<file path="config.mk">
export PLATFORM = sky130hd
export DESIGN_NAME = power_accum_flat
export DESIGN_NICKNAME = d
export VERILOG_FILES = /design/src/rtl/power_accum_if.sv /design/src/rtl/power_accum.sv /design/src/flat_wrapper.sv
export SDC_FILE = /design/constraint.sdc
export NUM_CORES = 1
export LEC_CHECK = 0
export BUFFER_PORTS_ARGS = -buffer_cell sky130_fd_sc_hd__buf_4
export CAP_MARGIN = 20
export CORE_MARGIN = 4
export CORE_UTILIZATION = 63
export CTS_CLUSTER_DIAMETER = 30
export DETAILED_ROUTE_END_ITERATION = 8
export PLACE_DENSITY = 0.82
export SYNTH_ARGS = -nofsm -noshare
export SYNTH_HDL_FRONTEND = slang
export SYNTH_SLANG_ARGS = --single-unit
</file>
<file path="constraint.sdc">
create_clock -name clk -period 14.9 [get_ports clk]
set_clock_uncertainty 0.1 [all_clocks]
set_input_delay 0.745 -clock clk [delete_from_list [all_inputs] [get_ports clk]]
set_output_delay 0.745 -clock clk [all_outputs]
set_load 0.005 [all_outputs]
</file>
<file path="src/rtl/power_accum_if.sv">
// power_accum_if: sample-in / result-out bundle for power_accum.
// Optional PEAK_EN macro adds the per-window peak magnitude outputs v_pk/i_pk.
interface power_accum_if #(
    parameter int DW    = 14,
    parameter int ACC_W = 48
);
    logic                    clr;
    logic                    smp_valid;
    logic [DW-1:0]           v_smp;
    logic [DW-1:0]           i_smp;
    logic                    busy;
    logic                    res_valid;
    logic signed [ACC_W-1:0] sum_p;
    logic [ACC_W-1:0]        sum_vv;
    logic [ACC_W-1:0]        sum_ii;
    logic                    overrun;
`ifdef PEAK_EN
    logic [DW-2:0]           v_pk;
    logic [DW-2:0]           i_pk;

    modport master (
        output clr, smp_valid, v_smp, i_smp,
        input  busy, res_valid, sum_p, sum_vv, sum_ii, overrun, v_pk, i_pk
    );
    modport slave (
        input  clr, smp_valid, v_smp, i_smp,
        output busy, res_valid, sum_p, sum_vv, sum_ii, overrun, v_pk, i_pk
    );
`else
    modport master (
        output clr, smp_valid, v_smp, i_smp,
        input  busy, res_valid, sum_p, sum_vv, sum_ii, overrun
    );
    modport slave (
        input  clr, smp_valid, v_smp, i_smp,
        output busy, res_valid, sum_p, sum_vv, sum_ii, overrun
    );
`endif
endinterface

</file>
<file path="src/rtl/power_accum.sv">
// power_accum: accumulates sum(v*i), sum(v*v), sum(i*i) of offset-binary
// sample pairs over WINDOW samples using one shared signed multiplier that
// a small FSM steps through the three products. Sums latch at window end.
// Optional PEAK_EN macro adds per-window peak |v| and |i| (saturating) outputs.
module power_accum #(
    parameter int DW     = 14,
    parameter int WINDOW = 17857,
    parameter int ACC_W  = 48
) (
    input  logic         clk,
    input  logic         rst,
    power_accum_if.slave bus
);
    localparam int               CNT_W    = $clog2(WINDOW + 1);
    localparam logic [CNT_W-1:0] LAST_CNT = CNT_W'(WINDOW - 1);

    typedef enum logic [2:0] {IDLE, MP, MV, MI, DONE} state_t;

    state_t                  state_q, state_d;
    logic signed [DW-1:0]    v_q, v_d, i_q, i_d;
    logic [CNT_W-1:0]        cnt_q, cnt_d;
    logic signed [ACC_W-1:0] acc_p_q, acc_p_d;
    logic signed [ACC_W-1:0] acc_vv_q, acc_vv_d;
    logic signed [ACC_W-1:0] acc_ii_q, acc_ii_d;
    logic signed [ACC_W-1:0] sum_p_q, sum_p_d;
    logic [ACC_W-1:0]        sum_vv_q, sum_vv_d;
    logic [ACC_W-1:0]        sum_ii_q, sum_ii_d;
    logic                    res_valid_q, res_valid_d;
    logic                    overrun_q, overrun_d;
    logic signed [DW-1:0]    mul_a, mul_b;
    logic signed [2*DW-1:0]  prod;
    logic signed [ACC_W-1:0] prod_ext;
`ifdef PEAK_EN
    logic [DW-2:0]           v_trk_q, v_trk_d, i_trk_q, i_trk_d;
    logic [DW-2:0]           v_pk_q, v_pk_d, i_pk_q, i_pk_d;
    logic [DW-2:0]           v_abs, i_abs;
`endif

    // Offset-binary to two's complement: flipping the MSB maps midscale to 0.
    function automatic logic signed [DW-1:0] to_signed(input logic [DW-1:0] x);
        return {~x[DW-1], x[DW-2:0]};
    endfunction

`ifdef PEAK_EN
    // Magnitude in DW-1 bits; the most negative code saturates to full scale.
    function automatic logic [DW-2:0] abs_sat(input logic signed [DW-1:0] x);
        logic signed [DW-1:0] n;
        n = -x;
        if (!x[DW-1])
            return x[DW-2:0];
        else if (n[DW-1])
            return {(DW-1){1'b1}};
        else
            return n[DW-2:0];
    endfunction

    assign v_abs = abs_sat(v_q);
    assign i_abs = abs_sat(i_q);
`endif

    // Shared multiplier operand select: MP v*i, MV v*v, MI i*i.
    always_comb begin
        mul_a = v_q;
        mul_b = i_q;
        case (state_q)
            MV:      mul_b = v_q;
            MI:      mul_a = i_q;
            default: ;
        endcase
    end

    assign prod     = mul_a * mul_b;
    assign prod_ext = {{(ACC_W-2*DW){prod[2*DW-1]}}, prod};

    // Next-state, accumulation and result latching; clr overrides everything.
    always_comb begin
        state_d     = state_q;
        v_d         = v_q;
        i_d         = i_q;
        cnt_d       = cnt_q;
        acc_p_d     = acc_p_q;
        acc_vv_d    = acc_vv_q;
        acc_ii_d    = acc_ii_q;
        sum_p_d     = sum_p_q;
        sum_vv_d    = sum_vv_q;
        sum_ii_d    = sum_ii_q;
        res_valid_d = 1'b0;
        overrun_d   = overrun_q;
`ifdef PEAK_EN
        v_trk_d     = v_trk_q;
        i_trk_d     = i_trk_q;
        v_pk_d      = v_pk_q;
        i_pk_d      = i_pk_q;
`endif
        if (bus.clr) begin
            state_d   = IDLE;
            cnt_d     = '0;
            acc_p_d   = '0;
            acc_vv_d  = '0;
            acc_ii_d  = '0;
            overrun_d = 1'b0;
`ifdef PEAK_EN
            v_trk_d   = '0;
            i_trk_d   = '0;
`endif
        end else begin
            // A strobe arriving while the multiplier is busy is dropped.
            if (bus.smp_valid && state_q != IDLE)
                overrun_d = 1'b1;
            case (state_q)
                IDLE: begin
                    if (bus.smp_valid) begin
                        v_d     = to_signed(bus.v_smp);
                        i_d     = to_signed(bus.i_smp);
                        state_d = MP;
                    end
                end
                MP: begin
                    acc_p_d = acc_p_q + prod_ext;
`ifdef PEAK_EN
                    if (v_abs > v_trk_q) v_trk_d = v_abs;
                    if (i_abs > i_trk_q) i_trk_d = i_abs;
`endif
                    state_d = MV;
                end
                MV: begin
                    acc_vv_d = acc_vv_q + prod_ext;
                    state_d  = MI;
                end
                MI: begin
                    acc_ii_d = acc_ii_q + prod_ext;
                    cnt_d    = cnt_q + 1'b1;
                    state_d  = (cnt_q == LAST_CNT) ? DONE : IDLE;
                end
                DONE: begin
                    sum_p_d     = acc_p_q;
                    sum_vv_d    = acc_vv_q;
                    sum_ii_d    = acc_ii_q;
                    res_valid_d = 1'b1;
                    acc_p_d     = '0;
                    acc_vv_d    = '0;
                    acc_ii_d    = '0;
                    cnt_d       = '0;
`ifdef PEAK_EN
                    v_pk_d      = v_trk_q;
                    i_pk_d      = i_trk_q;
                    v_trk_d     = '0;
                    i_trk_d     = '0;
`endif
                    state_d     = IDLE;
                end
                default: state_d = IDLE;
            endcase
        end
    end

    // State register; asynchronous reset clears everything including results.
    always_ff @(posedge clk or posedge rst) begin
        if (rst) begin
            state_q     <= IDLE;
            v_q         <= '0;
            i_q         <= '0;
            cnt_q       <= '0;
            acc_p_q     <= '0;
            acc_vv_q    <= '0;
            acc_ii_q    <= '0;
            sum_p_q     <= '0;
            sum_vv_q    <= '0;
            sum_ii_q    <= '0;
            res_valid_q <= 1'b0;
            overrun_q   <= 1'b0;
`ifdef PEAK_EN
            v_trk_q     <= '0;
            i_trk_q     <= '0;
            v_pk_q      <= '0;
            i_pk_q      <= '0;
`endif
        end else begin
            state_q     <= state_d;
            v_q         <= v_d;
            i_q         <= i_d;
            cnt_q       <= cnt_d;
            acc_p_q     <= acc_p_d;
            acc_vv_q    <= acc_vv_d;
            acc_ii_q    <= acc_ii_d;
            sum_p_q     <= sum_p_d;
            sum_vv_q    <= sum_vv_d;
            sum_ii_q    <= sum_ii_d;
            res_valid_q <= res_valid_d;
            overrun_q   <= overrun_d;
`ifdef PEAK_EN
            v_trk_q     <= v_trk_d;
            i_trk_q     <= i_trk_d;
            v_pk_q      <= v_pk_d;
            i_pk_q      <= i_pk_d;
`endif
        end
    end

    assign bus.busy      = (state_q != IDLE);
    assign bus.res_valid = res_valid_q;
    assign bus.sum_p     = sum_p_q;
    assign bus.sum_vv    = sum_vv_q;
    assign bus.sum_ii    = sum_ii_q;
    assign bus.overrun   = overrun_q;
`ifdef PEAK_EN
    assign bus.v_pk      = v_pk_q;
    assign bus.i_pk      = i_pk_q;
`endif

endmodule

</file>
<file path="src/flat_wrapper.sv">
// flat-port wrapper written by rule: the top's interface ports become plain ports
module power_accum_flat 
#(
    parameter int DW     = 14,
    parameter int WINDOW = 17857,
    parameter int ACC_W  = 48
)
  (clk, rst, bus_clr, bus_smp_valid, bus_v_smp, bus_i_smp, bus_busy, bus_res_valid, bus_sum_p, bus_sum_vv, bus_sum_ii, bus_overrun);
  power_accum_if #(.DW(DW), .ACC_W(ACC_W)) bus_i ();
  input  logic clk;
  input  logic rst;
  input wire logic [$bits(bus_i.clr)-1:0] bus_clr;
  input wire logic [$bits(bus_i.smp_valid)-1:0] bus_smp_valid;
  input wire logic [$bits(bus_i.v_smp)-1:0] bus_v_smp;
  input wire logic [$bits(bus_i.i_smp)-1:0] bus_i_smp;
  output wire logic [$bits(bus_i.busy)-1:0] bus_busy;
  output wire logic [$bits(bus_i.res_valid)-1:0] bus_res_valid;
  output wire logic [$bits(bus_i.sum_p)-1:0] bus_sum_p;
  output wire logic [$bits(bus_i.sum_vv)-1:0] bus_sum_vv;
  output wire logic [$bits(bus_i.sum_ii)-1:0] bus_sum_ii;
  output wire logic [$bits(bus_i.overrun)-1:0] bus_overrun;
  assign bus_i.clr = bus_clr;
  assign bus_i.smp_valid = bus_smp_valid;
  assign bus_i.v_smp = bus_v_smp;
  assign bus_i.i_smp = bus_i_smp;
  assign bus_busy = bus_i.busy;
  assign bus_res_valid = bus_i.res_valid;
  assign bus_sum_p = bus_i.sum_p;
  assign bus_sum_vv = bus_i.sum_vv;
  assign bus_sum_ii = bus_i.sum_ii;
  assign bus_overrun = bus_i.overrun;
  power_accum #(.DW(DW), .WINDOW(WINDOW), .ACC_W(ACC_W)) u_core (.clk(clk), .rst(rst), .bus(bus_i));
endmodule
</file>
==> summary.txt <==
Place
  • HPWL after DPL: 52.5 mm
  • Post-placement cell count: 3435
  • Pre-CTS worst setup slack: 3500 ps
  • Final Wtd Congestion: 0.928
  • Port buffer count: 178
  • Placed Instance Area: 0.0290 mm²

STA
  • RSZ-0062 raised after global routing: false
  • Worst rel slew slack: 0.250
  • Fmax: approximately 90 MHz
  • Max-slew violation count: 0
  • Final setup TNS: 0 ps
  • Hold Fails Final Rpt: 0
  • Setup violators final: 0
  • Final period util: 0.749
  • Setup WS post-layout: 3750 ps
  • Tmin final: 11150 ps
  • Worst-margin pin slew: 1120 ps

Synthesis
  • Post-Syn Nets: 3220
  • Post-Synthesis Cells: 2768
  • Share of the synthesized area in the top cell type: 0.311
  • Yosys cell types: a little under 80
  • Post-Syn Area per Cell: approximately 9.8 µm²
  • Synth Warn #: 0
  • Number of synthesized flops with an enable pin: 0
  • Post-synthesis sequential area ratio: 0.311
  • Mapped Area: 0.0270 mm²
  • Async S/R FF share, synth: 1.00
  • Synth area leaders: dfrtp_1 (31%), fa_1 (15%), ha_1 (10%)
  • Main flop type after synthesis: dfrtp_1
  • #FFs+latches synth: 336
  • Synth area leader: dfrtp_1

Critical path
  • Arr. time, crit path: 11520 ps
  • Worst setup path class: flip-flop to flip-flop
  • Crit-path max FO: 50
  • CP Capture Type: flip-flop
  • CP required: roughly 15000 ps
  • CP Launch Type: flip-flop
  • Largest delay share family, worst path: compound AO/OA/AOI/OAI gates
  • CP Buf/Inv Count: 9
  • Crit-path slowest cell: buf_4
  • CP peak stage delay: 670 ps

Global routing
  • GR Layer Usage met1: 0.413
  • Pin count of the biggest net entering global routing: ~150
  • First-pass GRT wire length: 115 mm
  • Grt peak-use layer: met2
  • Gr usage total: 0.306
  • GR Util met3: 0.0634
  • Number of antenna violations at the first check in global routing: 1
  • Vias in the first global route: 22290
  • Remaining Overflow, GRT: 0
  • M2 GR Usage: 0.494

CTS
  • Post-CTS setup repair buffer count: 0
  • Clock slew at reported path FFs: around 50 ps
  • Clk sinks: 336
  • Hold-fix buffers, CTS: 0
  • CTS max path bufs: 3
  • Worst skew pair latency: 600 ps
  • Post-cts resize count: 0
  • Root buf cell: clkbuf_16
  • Num CTS Buffers: 77
  • CTS tree: done
  • Htree depth: 3

Die
  • Die X: 215 µm
  • Die Y-Extent: 215 µm
  • Starting Density: 0.641
  • Floorplan row count: 75
  • Die area: roughly 0.046 mm²
  • Ports: 179
  • Core ar.: 0.0421 mm²

Route
  • Wirelength, routed: about 70 mm
  • Initial DRC count: 1638
  • Via count: 21488
  • Vias per cell: around 6.0
  • DR DRC count: 0
  • Routed length per placed instance: 19.8 µm
  • First-pass DRT Iterations: 5
  • Antenna Nets Post-Route: 0

Final layout
  • Fin area: between 0.03 and 0.04 mm²
  • Share of cells above drive strength 1: 0.181
  • Most common cell after layout, fill and taps aside: dfrtp_1
  • Area growth, synth to finish: 17.8%
  • Fin nets: approximately 3400
  • Fin cells: 3580
  • Diode count: 0
  • Most frequent cells in the layout: dfrtp_1 (336), nand2_1 (304), inv_1 (277)

Flow run
  • Max Cap Viol: 0

Worst hold path
  • Hold crit path type: primary input to asynchronous set/reset pin

Outcome
  • Outcome: finished, final reports clean
[state kept, by name, summed over array words and instances (netlist names)]
register / cells
u_core.bus.overrun: 1
u_core.acc_ii_q: 48
u_core.bus.sum_p: 48
u_core.bus.res_valid: 1
u_core.acc_vv_q: 48
u_core.v_q: 14
u_core.cnt_q: 15
u_core.state_q: 3
u_core.i_q: 14
u_core.acc_p_q: 48
u_core.bus.sum_vv: 48
u_core.bus.sum_ii: 48
[cells in the mapped netlist, drive strengths merged, types with 8 or more instances]
cell type  instances
a21oi            156
mux2i             30
ha               222
and2               9
o21a              29
o31ai              8
xnor2             82
o22ai             11
nor2b             15
xor2              83
o21bai            23
dfrtp            336
and3              13
fa               198
nand2            304
mux2             176
o21ai            191
nor3              19
or2               11
or3                8
clkbuf            68
a22o              18
inv              278
nor2             205
a211oi            12
buf                9
a21o              71
nand4             10
nand3             37
nand2b            38
o211ai            12
a31oi             13
[routing by layer]
layer | wire length [µm] | share of wire
met5 | 11 | 0.00016
met4 | 2570 | 0.036
met3 | 5190 | 0.073
met2 | 33300 | 0.47
met1 | 29700 | 0.42
[final timing paths]
check	from	to	slack, ps	depth (start not counted)
hold / removal	rst	u_core.bus.sum_ii[38]	190	2
hold reg to reg	u_core.acc_vv_q[47]	u_core.acc_vv_q[47]	380	1
setup / recovery	u_core.state_q[2]	u_core.acc_ii_q[47]	3750	40
max in group asynchronous	rst	u_core.v_q[10]	12150	4
setup reg to reg	u_core.state_q[2]	u_core.acc_ii_q[47]	3750	40
min in group clk	bus_v_smp[13]	u_core.v_q[13]	260	2
[metrics by stage]
step / hold WS (ps) / utilization
after global routing: 255 / 0.755
after detailed placement: 384 / 0.688
after global placement: 366 / 0.688
after CTS: 231 / 0.754
final: 195 / 0.755
after floorplan: 345 / -
[cells by family after synthesis]
logic type | Yosys count | share of synthesized area
AND/OR/NAND/NOR | 685 | 0.110
AO/OA/AOI/OAI | 601 | 0.141
adder cells (fa/ha/maj) | 420 | 0.250
buffers and inverters | 355 | 0.0497
flip-flops | 336 | 0.311
multiplexers | 206 | 0.0845
XOR/XNOR | 165 | 0.0538
[worst reg2reg max path, delay by kind of cell (launching register included)]
family | cells | cell delay, ps
fa+ha+maj | 8 | 3630
mux | 2 | 430
simple gates | 4 | 900
flops | 1 | 440
xor+xnor | 1 | 170
compound gates | 16 | 3720
buf+inv | 9 | 1660
[final cells by class]
cell class              instances  area (µm²)
inverters                     278        1050
multi-input cells            2077       17300
fillers                      2902       10300
clock inverters                44         649
clock buffers                  97        2120
well taps                     539         674
flip-flops and latches        336        8410
repair buffers                209        1610
Power is not shown: default switching activity piles up to over one toggle a cycle in this logic, so the estimate is an artifact.
